--- config.mk ---
export PLATFORM = sky130hd
export DESIGN_NAME = qr_job_sched_flat
export DESIGN_NICKNAME = d
export VERILOG_FILES = /design/src/rtl/qr_job_sched_if.sv /design/src/rtl/qr_job_sched.sv /design/src/flat_wrapper.sv
export SDC_FILE = /design/constraint.sdc
export NUM_CORES = 1
export LEC_CHECK = 0
export BUFFER_PORTS_ARGS = -buffer_cell sky130_fd_sc_hd__buf_2
export CORE_MARGIN = 8
export CORE_UTILIZATION = 31
export DETAILED_ROUTE_END_ITERATION = 10
export GPL_ROUTABILITY_DRIVEN = 0
export PLACE_DENSITY = 0.45
export SKIP_CTS_REPAIR_TIMING = 1
export SLEW_MARGIN = 20
export SYNTH_ARGS = -nofsm -noshare
export SYNTH_HDL_FRONTEND = slang
export SYNTH_SLANG_ARGS = --single-unit
--- constraint.sdc ---
create_clock -name clk -period 21.1 [get_ports clk]
set_clock_uncertainty 0.1 [all_clocks]
set_input_delay 1.055 -clock clk [delete_from_list [all_inputs] [get_ports clk]]
set_output_delay 1.055 -clock clk [all_outputs]
set_load 0.02 [all_outputs]
--- src/rtl/qr_job_sched_if.sv ---
// Signal bundle between qr_job_sched and its input FIFO, QR datapath and output FIFO.
// The slave modport is the scheduler's view; the master modport is the environment's view.
interface qr_job_sched_if #(
  parameter int TBITS       = 32,
  parameter int TBYTE       = 4,
  parameter int DATA_LENGTH = 13
);
  logic [TBITS-1:0]         isif_data_dout;
  logic                     isif_last_dout;
  logic                     isif_empty_n;
  logic                     isif_read;
  logic                     qr_valid;
  logic [DATA_LENGTH*4-1:0] qr_in;
  logic                     qr_out_valid;
  logic [DATA_LENGTH*4-1:0] qr_out;
  logic [TBITS-1:0]         osif_data_din;
  logic [TBYTE-1:0]         osif_strb_din;
  logic                     osif_last_din;
  logic                     osif_user_din;
  logic                     osif_full_n;
  logic                     osif_write;
  logic                     busy;
  logic                     err_fmt;
  logic                     err_tmo;

  modport slave (
    input  isif_data_dout, isif_last_dout, isif_empty_n, qr_out_valid, qr_out, osif_full_n,
    output isif_read, qr_valid, qr_in, osif_data_din, osif_strb_din, osif_last_din,
           osif_user_din, osif_write, busy, err_fmt, err_tmo
  );

  modport master (
    output isif_data_dout, isif_last_dout, isif_empty_n, qr_out_valid, qr_out, osif_full_n,
    input  isif_read, qr_valid, qr_in, osif_data_din, osif_strb_din, osif_last_din,
           osif_user_din, osif_write, busy, err_fmt, err_tmo
  );
endinterface

--- src/rtl/qr_job_sched.sv ---
// Job scheduler for a 4x4 QR datapath: gathers 8 input words into a matrix, issues its
// rows, collects 4 result rows (with timeout) and streams them out as 8 sign-extended words.
module qr_job_sched #(
  parameter int TBITS       = 32,
  parameter int TBYTE       = 4,
  parameter int DATA_LENGTH = 13,
  parameter int TIMEOUT     = 255
) (
  input  logic            clk,
  input  logic            rst,
  qr_job_sched_if.slave   bus
);
  localparam int DL = DATA_LENGTH;
  localparam int TW = $clog2(TIMEOUT + 1);

  typedef enum logic [2:0] {
    S_IDLE  = 3'd0,
    S_READ  = 3'd1,
    S_ISSUE = 3'd2,
    S_WAIT  = 3'd3,
    S_WB    = 3'd4
  } state_t;

  state_t              r_state;
  logic [2:0]          r_widx;
  logic [1:0]          r_iidx;
  logic [1:0]          r_ridx;
  logic [2:0]          r_oidx;
  logic [TW-1:0]       r_tmr;
  logic [DL-1:0]       r_mat [4][4];
  logic [DL-1:0]       r_res [4][4];
  logic                r_qr_valid;
  logic [4*DL-1:0]     r_qr_in;
  logic [TBITS-1:0]    r_osif_data;
  logic [TBYTE-1:0]    r_osif_strb;
  logic                r_osif_last;
  logic                r_osif_user;
  logic                r_busy;
  logic                r_err_fmt;
  logic                r_err_tmo;

  logic [DL-1:0]       w_elem_a;
  logic [DL-1:0]       w_elem_b;
  logic [4*DL-1:0]     w_row  [4];
  logic [TBITS-1:0]    w_word [8];
  logic                w_unused;

  function automatic logic [15:0] f_sext(input logic [DL-1:0] e);
    return {{(16-DL){e[DL-1]}}, e};
  endfunction

  // Bits above DATA_LENGTH in each 16-bit half are simply dropped.
  assign w_elem_a = bus.isif_data_dout[DL-1:0];
  assign w_elem_b = bus.isif_data_dout[16+DL-1:16];
  assign w_unused = ^bus.isif_data_dout;

  genvar gi;
  for (gi = 0; gi < 4; gi++) begin : g_row
    assign w_row[gi] = {r_mat[gi][3], r_mat[gi][2], r_mat[gi][1], r_mat[gi][0]};
  end
  for (gi = 0; gi < 8; gi++) begin : g_word
    assign w_word[gi] = TBITS'({f_sext(r_res[gi/2][2*(gi%2)+1]), f_sext(r_res[gi/2][2*(gi%2)])});
  end

  always_ff @(posedge clk or posedge rst) begin
    if (rst) begin
      r_state     <= S_IDLE;
      r_widx      <= '0;
      r_iidx      <= '0;
      r_ridx      <= '0;
      r_oidx      <= '0;
      r_tmr       <= '0;
      r_qr_valid  <= 1'b0;
      r_qr_in     <= '0;
      r_osif_data <= '0;
      r_osif_strb <= '0;
      r_osif_last <= 1'b0;
      r_osif_user <= 1'b0;
      r_busy      <= 1'b0;
      r_err_fmt   <= 1'b0;
      r_err_tmo   <= 1'b0;
      for (int i = 0; i < 4; i++) begin
        for (int j = 0; j < 4; j++) begin
          r_mat[i][j] <= '0;
          r_res[i][j] <= '0;
        end
      end
    end else begin
      case (r_state)
        S_IDLE: begin
          if (bus.isif_empty_n) begin
            r_state <= S_READ;
            r_busy  <= 1'b1;
            r_widx  <= '0;
          end
        end
        S_READ: begin
          if (bus.isif_empty_n) begin
            r_mat[r_widx[2:1]][{r_widx[0], 1'b0}] <= w_elem_a;
            r_mat[r_widx[2:1]][{r_widx[0], 1'b1}] <= w_elem_b;
            r_widx <= r_widx + 3'd1;
            if (r_widx == 3'd7) begin
              if (!bus.isif_last_dout) r_err_fmt <= 1'b1;
              r_state    <= S_ISSUE;
              r_qr_valid <= 1'b1;
              r_qr_in    <= w_row[0];
              r_iidx     <= '0;
            end else if (bus.isif_last_dout) begin
              r_err_fmt <= 1'b1;
              r_state   <= S_IDLE;
              r_busy    <= 1'b0;
            end
          end
        end
        S_ISSUE: begin
          // qr_valid was raised on entry, so it covers exactly the four ISSUE cycles.
          if (r_iidx == 2'd3) begin
            r_qr_valid <= 1'b0;
            r_qr_in    <= '0;
            r_state    <= S_WAIT;
            r_tmr      <= '0;
            r_ridx     <= '0;
          end else begin
            r_iidx  <= r_iidx + 2'd1;
            r_qr_in <= w_row[r_iidx + 2'd1];
          end
        end
        S_WAIT: begin
          r_tmr <= r_tmr + TW'(1);
          if (bus.qr_out_valid && r_ridx == 2'd3) begin
            for (int c = 0; c < 4; c++) r_res[3][c] <= bus.qr_out[c*DL +: DL];
            r_state     <= S_WB;
            r_oidx      <= '0;
            r_osif_data <= w_word[0];
            r_osif_strb <= '1;
            r_osif_user <= 1'b1;
            r_osif_last <= 1'b0;
          end else if (r_tmr == TW'(TIMEOUT - 1)) begin
            r_err_tmo <= 1'b1;
            r_state   <= S_IDLE;
            r_busy    <= 1'b0;
          end else if (bus.qr_out_valid) begin
            for (int c = 0; c < 4; c++) r_res[r_ridx][c] <= bus.qr_out[c*DL +: DL];
            r_ridx <= r_ridx + 2'd1;
          end
        end
        S_WB: begin
          if (bus.osif_full_n) begin
            if (r_oidx == 3'd7) begin
              r_state     <= S_IDLE;
              r_busy      <= 1'b0;
              r_osif_data <= '0;
              r_osif_strb <= '0;
              r_osif_user <= 1'b0;
              r_osif_last <= 1'b0;
            end else begin
              r_oidx      <= r_oidx + 3'd1;
              r_osif_data <= w_word[r_oidx + 3'd1];
              r_osif_user <= 1'b0;
              r_osif_last <= (r_oidx == 3'd6);
            end
          end
        end
        default: begin
          r_state <= S_IDLE;
          r_busy  <= 1'b0;
        end
      endcase
    end
  end

  assign bus.isif_read     = (r_state == S_READ) && bus.isif_empty_n;
  assign bus.osif_write    = (r_state == S_WB) && bus.osif_full_n;
  assign bus.qr_valid      = r_qr_valid;
  assign bus.qr_in         = r_qr_in;
  assign bus.osif_data_din = r_osif_data;
  assign bus.osif_strb_din = r_osif_strb;
  assign bus.osif_last_din = r_osif_last;
  assign bus.osif_user_din = r_osif_user;
  assign bus.busy          = r_busy;
  assign bus.err_fmt       = r_err_fmt;
  assign bus.err_tmo       = r_err_tmo;
endmodule

--- src/flat_wrapper.sv ---
// flat-port wrapper written by rule: the top's interface ports become plain ports
module qr_job_sched_flat 
#(
  parameter int TBITS       = 32,
  parameter int TBYTE       = 4,
  parameter int DATA_LENGTH = 13,
  parameter int TIMEOUT     = 255
)
  (clk, rst, bus_isif_data_dout, bus_isif_last_dout, bus_isif_empty_n, bus_qr_out_valid, bus_qr_out, bus_osif_full_n, bus_isif_read, bus_qr_valid, bus_qr_in, bus_osif_data_din, bus_osif_strb_din, bus_osif_last_din, bus_osif_user_din, bus_osif_write, bus_busy, bus_err_fmt, bus_err_tmo);
  qr_job_sched_if #(.TBITS(TBITS), .TBYTE(TBYTE), .DATA_LENGTH(DATA_LENGTH)) bus_i ();
  input  logic clk;
  input  logic rst;
  input wire logic [$bits(bus_i.isif_data_dout)-1:0] bus_isif_data_dout;
  input wire logic [$bits(bus_i.isif_last_dout)-1:0] bus_isif_last_dout;
  input wire logic [$bits(bus_i.isif_empty_n)-1:0] bus_isif_empty_n;
  input wire logic [$bits(bus_i.qr_out_valid)-1:0] bus_qr_out_valid;
  input wire logic [$bits(bus_i.qr_out)-1:0] bus_qr_out;
  input wire logic [$bits(bus_i.osif_full_n)-1:0] bus_osif_full_n;
  output wire logic [$bits(bus_i.isif_read)-1:0] bus_isif_read;
  output wire logic [$bits(bus_i.qr_valid)-1:0] bus_qr_valid;
  output wire logic [$bits(bus_i.qr_in)-1:0] bus_qr_in;
  output wire logic [$bits(bus_i.osif_data_din)-1:0] bus_osif_data_din;
  output wire logic [$bits(bus_i.osif_strb_din)-1:0] bus_osif_strb_din;
  output wire logic [$bits(bus_i.osif_last_din)-1:0] bus_osif_last_din;
  output wire logic [$bits(bus_i.osif_user_din)-1:0] bus_osif_user_din;
  output wire logic [$bits(bus_i.osif_write)-1:0] bus_osif_write;
  output wire logic [$bits(bus_i.busy)-1:0] bus_busy;
  output wire logic [$bits(bus_i.err_fmt)-1:0] bus_err_fmt;
  output wire logic [$bits(bus_i.err_tmo)-1:0] bus_err_tmo;
  assign bus_i.isif_data_dout = bus_isif_data_dout;
  assign bus_i.isif_last_dout = bus_isif_last_dout;
  assign bus_i.isif_empty_n = bus_isif_empty_n;
  assign bus_i.qr_out_valid = bus_qr_out_valid;
  assign bus_i.qr_out = bus_qr_out;
  assign bus_i.osif_full_n = bus_osif_full_n;
  assign bus_isif_read = bus_i.isif_read;
  assign bus_qr_valid = bus_i.qr_valid;
  assign bus_qr_in = bus_i.qr_in;
  assign bus_osif_data_din = bus_i.osif_data_din;
  assign bus_osif_strb_din = bus_i.osif_strb_din;
  assign bus_osif_last_din = bus_i.osif_last_din;
  assign bus_osif_user_din = bus_i.osif_user_din;
  assign bus_osif_write = bus_i.osif_write;
  assign bus_busy = bus_i.busy;
  assign bus_err_fmt = bus_i.err_fmt;
  assign bus_err_tmo = bus_i.err_tmo;
  qr_job_sched #(.TBITS(TBITS), .TBYTE(TBYTE), .DATA_LENGTH(DATA_LENGTH), .TIMEOUT(TIMEOUT)) u_core (.clk(clk), .rst(rst), .bus(bus_i));
endmodule
Word-level counts from Yosys, hierarchy flattened

Index checks and enable logic that the tools add are counted.

Input bits: 90
Output and inout bits: 96
Register bits: 531
Logic and storage cells: 224

Bitwise logic cells: 9
Multiplexer cells: 94
Equal/unequal tests: 29
Reductions and logical operators: 30
Add/subtract/negate cells: 5
$lt $le $gt $ge: 10

Operators with widths:

| kind                 | number |
|---|---|
| $bwmux W208          | 6 |
| $demux W52 S2        | 6 |
| $mux W52             | 11 |
| $mux W32             | 5 |
| $bmux W52 S2         | 1 |
| $pmux W52 S2         | 1 |
| $bmux W32 S3         | 1 |
| $pmux W32 S2         | 1 |
| $demux W13 S2        | 2 |
| $mux W3              | 14 |
| $mux W13             | 3 |
| $mux W39             | 1 |
| $mux W26             | 1 |
| $reduce_and A4 Y1    | 6 |
| $ne A2 B2 Y1 const B | 11 |
| $mux W1              | 19 |
| $pmux W8 S2          | 1 |
| $ge A3 B3 Y1 const B | 5 |
| $not A2 Y3           | 5 |
| $pmux W3 S5          | 1 |
| $reduce_and A3 Y1    | 5 |
| $mux W2              | 7 |
| $eq A3 B3 Y1 const B | 4 |
| $lt A3 B1 Y1 const B | 4 |
| 27 further kinds     | 56 |

Longest topological paths before layout

Gate-level depths: netlist of the first run.

Depth after elaboration: 12
Mapped depth: 11
Mapped depth without buffers: 6

Worst setup path before layout of the first run

No wires, ideal clock.

Path kind: reg2reg
Start: register u_core.r_oidx[0]
End: register u_core.r_osif_data[0] (netlist: u_core.bus.osif_data_din[0])
Period minus slack after synthesis: 3270 ps
Path slack: 17830 ps
Setup time: 138 ps
Data required time: 20862 ps
Cell stages (with the launch flop): 12
Arrival: 3032 ps
Cells stage by stage: dfrtp_1 clkbuf_1 buf_2 buf_2 inv_1 ha_1 buf_2 buf_2 buf_1 mux4_2 a22oi_1 o211ai_1

Cells in the longest elaborated chain, start to end: 8

Ends and longest elaborated chain:

| item                                         | line                | RTL |
|---|---|---|
| start, declared                              | qr_job_sched.sv:28  | `logic [2:0] r_oidx;` |
| start signal, assigned                       | qr_job_sched.sv:157 | `r_oidx <= r_oidx + 3'd1;` |
| $add A3 B1 Y3                                | qr_job_sched.sv:158 | `r_osif_data <= w_word[r_oidx + 3'd1];` |
| $not A3 Y4 (not written as such)             | qr_job_sched.sv:158 |  |
| $bmux W32 S3                                 | qr_job_sched.sv:158 |  |
| $mux W32 (not written as such) (2 in series) | qr_job_sched.sv:158 |  |
| $mux W32 (*)                                 | qr_job_sched.sv:149 | `if (r_oidx == 3'd7) begin` |
| $mux W32 (*)                                 | qr_job_sched.sv:148 | `if (bus.osif_full_n) begin` |
| $pmux W32 S2 (*)                             | qr_job_sched.sv:89  | `case (r_state)` |
| end signal, assigned                         | qr_job_sched.sv:134 | `r_osif_data <= w_word[0];` |
| end signal, assigned                         | qr_job_sched.sv:158 |  |
| end, declared                                | qr_job_sched.sv:34  | `logic [TBITS-1:0] r_osif_data;` |

Every way passes the cells marked *; elsewhere a longest branch is shown, timed or not. The select of a mux whose other input is x is not followed.
A chain may end at the register's enable or synchronous reset.

Worst setup path in the final report of the first run

Start: register u_core.r_state[2]
End: output bus_osif_write

Cells in the longest elaborated chain, start to end: 2

Ends and longest elaborated chain:

| item                   | line                | RTL |
|---|---|---|
| start, declared        | qr_job_sched.sv:24  | `state_t r_state;` |
| start signal, assigned | qr_job_sched.sv:67  | `r_state <= S_IDLE;` |
| start signal, assigned | qr_job_sched.sv:92  | `r_state <= S_READ;` |
| start signal, assigned | qr_job_sched.sv:104 | `r_state <= S_ISSUE;` |
| $eq A3 B3 Y1           | qr_job_sched.sv:173 | `assign bus.osif_write = (r_state == S_WB) && bus.osif_full_n;` |
| $logic_and A1 B1 Y1    | qr_job_sched.sv:173 |  |
| end, declared          | flat_wrapper.sv:26  | `output wire logic [$bits(bus_i.osif_write)-1:0] bus_osif_write;` |

Every way passes these cells.

==> run_results.csv, run 1 <==
group,metric,value,unit
critical_path,path_class,"register to output port",
critical_path,critPathCaptureType,"output port",
logic_synthesis,synth-edff-count,0,
logic_synthesis,synth_top_cell_area_share,56.7,%
placement,place_hpwl,35400,um
sta,fmax,302,MHz
die,die-area,83200,um^2
logic_synthesis,synthesis.nets,1725,
clocking,cts_buffers,59,
global_routing,grt_max_degree,105,
sta,max_slew_margin,33.0,%
routing,first_pass_iters,8,
logic_synthesis,avgSynthCellArea,14.2,um^2
routing,remaining_drc_errors,0,
die,start_util,31.1,%
power,p_leak,12.4,nW
sta,hold_violations,0,
die,rows,100,
logic_synthesis,synth_compound_area_share,6.09,%
die,core,73900,um^2
sta,final_max_slew_viol_count,0,
die,io_pins,186,
clocking,numClockSinks,522,
global_routing,grt_pass1_wl,95200,um
logic_synthesis,synth_fa_ha_area_share,0.707,%
power,p_per_area,144,nW/um^2
logic_synthesis,yosysSeqAreaShare,56.7,%
sta,worst_pin_slew,1.00,ns
finish,syn2layout_area_growth,16.2,%
placement,portBuffers,179,
routing,first_iter_violations,896,
clocking,cts_max_level,2,
routing,wl_per_cell,22.0,um
critical_path,startpoint_type,"register",
critical_path,crit_arrival,2.15,ns
logic_synthesis,synth_top_family_by_area,"multiplexers",
logic_synthesis,synthCells,1622,
logic_synthesis,ys_ff_latch,522,
routing,viasPerCell,5.04,
run,max_cap_violations,0,
clocking,cts.clk_slew.worst_paths,0.06,ns
sta,final.setup.worst_slack,17.79,ns
clocking,clk_latency,0.61,ns
routing,drt-total-wl,61300,um
global_routing,grt_usage,14.8,%
global_routing,overflow,0,
finish,seq_area,13100,um^2
finish,drive_gt1_share,42.8,%
logic_synthesis,yosys-top-cells-area,"dfrtp_1 57%, mux2_2 17%, mux4_2 10%",
logic_synthesis,synthFlopType,"dfrtp_1",
placement,dp.cells,2678,
global_routing,grt_pass1_vias,15000,
die,die_y,289,um
placement,place_area,24800,um^2
clocking,clockBufferDepth,3,
logic_synthesis,syn-cell-area,23000,um^2
routing,via_count,14100,
sta,grt_setup_unrepaired,"false",
logic_synthesis,netlist_top_cells_count,"522 x dfrtp_1, 352 x mux2_2, 177 x nand2_1",
critical_path,critPathMaxFanout,14,
finish,multi_input_area,9230,um^2
power,p_total,3.86,mW
sta,min_period,3.31,ns
global_routing,antenna_found_initial,11,
outcome,outcome,"completed",
sta,tns,0,ns
logic_synthesis,synth_cell_types,52,
placement,preCtsSetupSlack,17.27,ns
finish,final_util,36.2,%
die,die_w,289,um
logic_synthesis,synth-xor-area-share,0.0380,%
finish,nNetsFinal,1873,
logic_synthesis,ys_warn_count,0,
worst_hold_path,hold_path.class,"register to register",
routing,ant_nets,0,
logic_synthesis,async_reset_ff_share,100,%
sta,period_share,15.7,%
finish,fillers,7128,
logic_synthesis,yosys.area.top_type,"dfrtp_1",
logic_synthesis,synth_simple_gate_area_share,4.79,%
sta,setup_viol,0,
power,vdd_ir_drop_max,0.0000690,V
critical_path,crit_required,19.95,ns
finish,design_area,26800,um^2
finish,stdcell_count,2789,
sta,hold_ws,0.373,ns
logic_synthesis,synth_most_common_cell,"dfrtp_1",
clocking,root_buffer,"clkbuf_16",
logic_synthesis,synth_mux_area_share,28.2,%
clocking,cts_tree,"done",
## per-layer routing
layer,wire length [um],GRT usage [%],share of wire [%]
met5,61,0,0.10
met3,3090,3.12,5.0
met4,1280,3.93,2.1
met1,27500,19.9,45
met2,29300,24.1,48
## sequential cells by signal (all words and copies together), names as in the netlist, 2 cells and up
register,flops
u_core.r_widx,3
u_core.r_mat,208
u_core.r_iidx,2
u_core.r_res,208
u_core.r_oidx,3
u_core.r_ridx,2
u_core.bus.osif_data_din,26
u_core.bus.qr_in,52
u_core.r_state,3
u_core.r_tmr,8
## worst paths after layout
| check | startpoint | end | slack [ns] | cells after the start |
|---|---|---|---|---|
| min in group asynchronous | rst | u_core.r_mat[173]$_DFFE_PP0P_ | 0.41 | 2 |
| hold / removal | u_core.bus.err_fmt$_DFFE_PP0P_ | u_core.bus.err_fmt$_DFFE_PP0P_ | 0.37 | 1 |
| max in group asynchronous | rst | u_core.r_res[204]$_DFFE_PP0P_ | 18.42 | 4 |
| setup / recovery | u_core.r_state[2]$_DFFE_PP0P_ | bus_osif_write | 17.79 | 4 |
| hold reg to reg | u_core.bus.err_fmt$_DFFE_PP0P_ | u_core.bus.err_fmt$_DFFE_PP0P_ | 0.37 | 1 |
| setup reg to reg | u_core.r_oidx[0]$_DFFE_PP0P_ | u_core.bus.osif_data_din[8]$_DFFE_PP0P_ | 17.85 | 6 |
## layout by cell type, fill, tap and decap left out, drive strengths merged, types with 5 or more instances in the layout
cell    instances
dfrtp         522
mux2          366
buf           208
nand2         177
mux4          104
clkbuf         94
o21ai          61
inv            55
a222oi         44
o211ai         28
nor2           28
a22oi          26
ha             13
nand3          13
a221oi          8
a21o            7
diode           6
clkinv          6
a21oi           5
## critical path, cell delays in order (launching register included)
cell and delay (ns):
dfrtp_1 0.64, nor3b_2 0.41, nand2_1 0.12, inv_1 0.15, buf_2 0.24
## layout make-up
type | instances | area share, %
Tap cell | 969 | 4.53
Inverter | 54 | 0.786
Clock buffer | 94 | 6.57
Sequential cell | 522 | 48.8
Antenna cell | 6 | 0.0561
Timing Repair Buffer | 208 | 4.20
Multi-Input combinational cell | 925 | 34.5
Clock inverter | 11 | 0.519
## cell families (layout without fill, tap and decap cells)
| family | Yosys count | in the layout |
|---|---|---|
| flops | 522 | 522 |
| mux | 472 | 472 |
| simple gates | 247 | 247 |
| compound gates | 192 | 192 |
| buf+inv | 175 | 367 |
| fa+ha+maj | 13 | 13 |
| xor+xnor | 1 | 1 |
| other cells | 0 | 6 |
## power by group
part           total, mW  leakage, nW  internal [mW]  switching, mW
clock               1.00        0.922          0.592          0.413
combinational       1.20         4.65          0.668          0.537
sequential          1.66         6.78           1.40          0.254
Power figures use the tool's default switching activity.
==> run 2: changes to the inputs <==
--- a/config.mk
+++ b/config.mk
@@ -10,7 +10,7 @@
 export CORE_UTILIZATION = 31
 export DETAILED_ROUTE_END_ITERATION = 10
 export GPL_ROUTABILITY_DRIVEN = 0
-export PLACE_DENSITY = 0.45
+export PLACE_DENSITY = 0.46
 export SKIP_CTS_REPAIR_TIMING = 1
 export SLEW_MARGIN = 20
 export SYNTH_ARGS = -nofsm -noshare
==> constraint.sdc (replaced) <==
create_clock -name clk -period 2.66 [get_ports clk]
set_clock_uncertainty 0.1 [all_clocks]
set_input_delay 0.133 -clock clk [delete_from_list [all_inputs] [get_ports clk]]
set_output_delay 0.133 -clock clk [all_outputs]
set_load 0.02 [all_outputs]
==> run 2 against run 1 <==
  * The run now ends with hold timing left
  * Die area unchanged
  * First-iteration DRC count is 11% lower
  * Global-route usage is 0.17 points lower
  * Largest cell class unchanged
==> run_results.csv, run 2 (synthesis results as in run 1) <==
group,metric,value,unit
global_routing,grt_pass1_wl,94500,um
worst_hold_path,hold_path.class,"input pin to async pin",
finish,stdcell_count,2909,
power,p_int,21.9,mW
die,start_util,31.1,%
global_routing,grt_pass1_vias,15300,
critical_path,critPathMaxFanout,40,
clocking,cts.clk_slew.worst_paths,0.06,ns
routing,first_pass_iters,8,
finish,syn2layout_area_growth,22.7,%
sta,final_max_slew_viol_count,0,
finish,final_cell_mix,"520 x dfrtp_1, 352 x mux2_2, 179 x buf_2",
placement,portBuffers,179,
critical_path,reg2regPathDepth,7,
run,max_cap_violations,0,
power,vdd_ir_drop_max,0.000627,V
power,p_leak,13.1,nW
die,die_y,289,um
global_routing,antenna_found_initial,3,
critical_path,path_class,"register to register",
routing,wl_met2,29800,um
die,rows,100,
routing,drt-total-wl,61400,um
routing,remaining_drc_errors,0,
critical_path,reg2reg_to,"u_core.bus.qr_in[15]$_DFFE_PP0P_",
power,seq_power_share,41.1,%
global_routing,grt_usage,14.6,%
sta,fmax,418,MHz
sta,max_slew_margin,49.7,%
power,comb_power_share,32.2,%
sta,final.setup.worst_slack,0.267,ns
sta,min_period,2.39,ns
sta,setup_viol,0,
critical_path,crit_arrival,2.78,ns
routing,drt-met1-wl,27300,um
routing,via_count,14600,
sta,hold_ws,-0.00857,ns
clocking,clk_latency,0.61,ns
routing,wl_per_cell,21.1,um
power,power_switching,9.70,mW
routing,dr.max_layer_used,"met4",
sta,hold_violations,2,
critical_path,critPathCaptureType,"register",
routing,ant_nets,0,
outcome,outcome,"finished, violations left",
placement,place_hpwl,37400,um
outcome,violations,"hold timing",
clocking,cts_tree,"done",
placement,preCtsSetupSlack,0.295,ns
clocking,numClockSinks,522,
clocking,root_buffer,"clkbuf_16",
sta,tns,0,ns
finish,final_util,38.2,%
finish,layout_commonest_cell,"dfrtp_1",
power,p_clk_share,26.8,%
placement,dp.cells,2714,
die,die-area,83200,um^2
routing,routed-wl-met3,2860,um
finish,nNetsFinal,1993,
sta,grt_setup_unrepaired,"false",
critical_path,r2r-start,"u_core.r_widx[0]$_DFFE_PP0P_",
clocking,cts_max_level,2,
die,core,73900,um^2
die,die_w,289,um
routing,first_iter_violations,794,
global_routing,grt_max_degree,105,
power,p_sw_share,30.7,%
critical_path,r2r_slack,0.27,ns
routing,viasPerCell,5.01,
clocking,clockBufferDepth,3,
critical_path,startpoint_type,"register",
finish,drive_gt1_share,42.6,%
sta,period_share,90.0,%
die,io_pins,186,
clocking,cts_buffers,60,
global_routing,overflow,0,
critical_path,crit_required,3.05,ns
power,p_per_area,1120,nW/um^2
sta,worst_pin_slew,0.752,ns
-- run 2: cell count changes in the layout (fill, tap and decap cells not counted), moves of 4 or more --
cell / before / now
bufinv_16: 2 / 6
buf_4: 26 / 43
clkinv_2: 5 / 10
clkbuf_1: 21 / 10
buf_12: 0 / 22
dlygate4sd3_1: 0 / 83
-- run 2: power by group through the flow --
stage	Combinational, mW	Sequential, mW	Clock [mW]
floorplan	7.24	13.1	0
global placement	10.1	13.0	0
detailed placement	10.3	13.1	0
CTS	10.3	13.0	8.77
global route	11.0	13.4	9.11
finish	10.2	13.0	8.46
-- run 2: how the worst max path moves through the flow --
stage,startpoint,to
after global placement,u_core.r_state[0]$_DFFE_PP0P_,u_core.r_ridx[1]$_DFFE_PP0P_
after global routing,u_core.r_widx[0]$_DFFE_PP0P_,u_core.bus.qr_in[8]$_DFFE_PP0P_
final,u_core.r_widx[0]$_DFFE_PP0P_,u_core.bus.qr_in[15]$_DFFE_PP0P_
after CTS,u_core.r_widx[0]$_DFFE_PP0P_,u_core.bus.qr_in[15]$_DFFE_PP0P_
after floorplan,rst,u_core.bus.busy$_DFFE_PP0P_
after detailed placement,u_core.r_widx[0]$_DFFE_PP0P_,u_core.bus.qr_in[35]$_DFFE_PP0P_
-- run 2: critical path: stages, from the launching register on --
cell and delay (ns):
dfrtp_1 0.39, ha_1 0.17, ha_1 0.24, nand4b_1 0.23, a21o_2 0.28, buf_4 0.31, a222oi_1 0.44, inv_1 0.07
-- run 2: layout make-up --
type | count | area [um^2]
Antenna cell | 3 | 7.51
Clock buffer | 86 | 1760
Clock inverter | 23 | 295
Fill cell | 7081 | 45700
Inverter | 54 | 206
Multi-Input combinational cell | 925 | 9210
Sequential cell | 522 | 13100
Tap cell | 969 | 1210
Timing Repair Buffer | 327 | 2490
-- run 2: per-layer routing --
metal | vias up | track usage (%)
met3 | 95 | 2.86
li1 | 6529 | -
met2 | 295 | 24.7
met4 | 0 | 3.80
met5 | - | 0
met1 | 7650 | 19.1
-- run 2: through the flow --
stage / power [mW] / area (um^2)
final: 31.6 / 28300
after floorplan: 20.3 / 23000
after global routing: 33.5 / 28200
after CTS: 32.0 / 27400
after global placement: 23.0 / 25400
after detailed placement: 23.4 / 25400
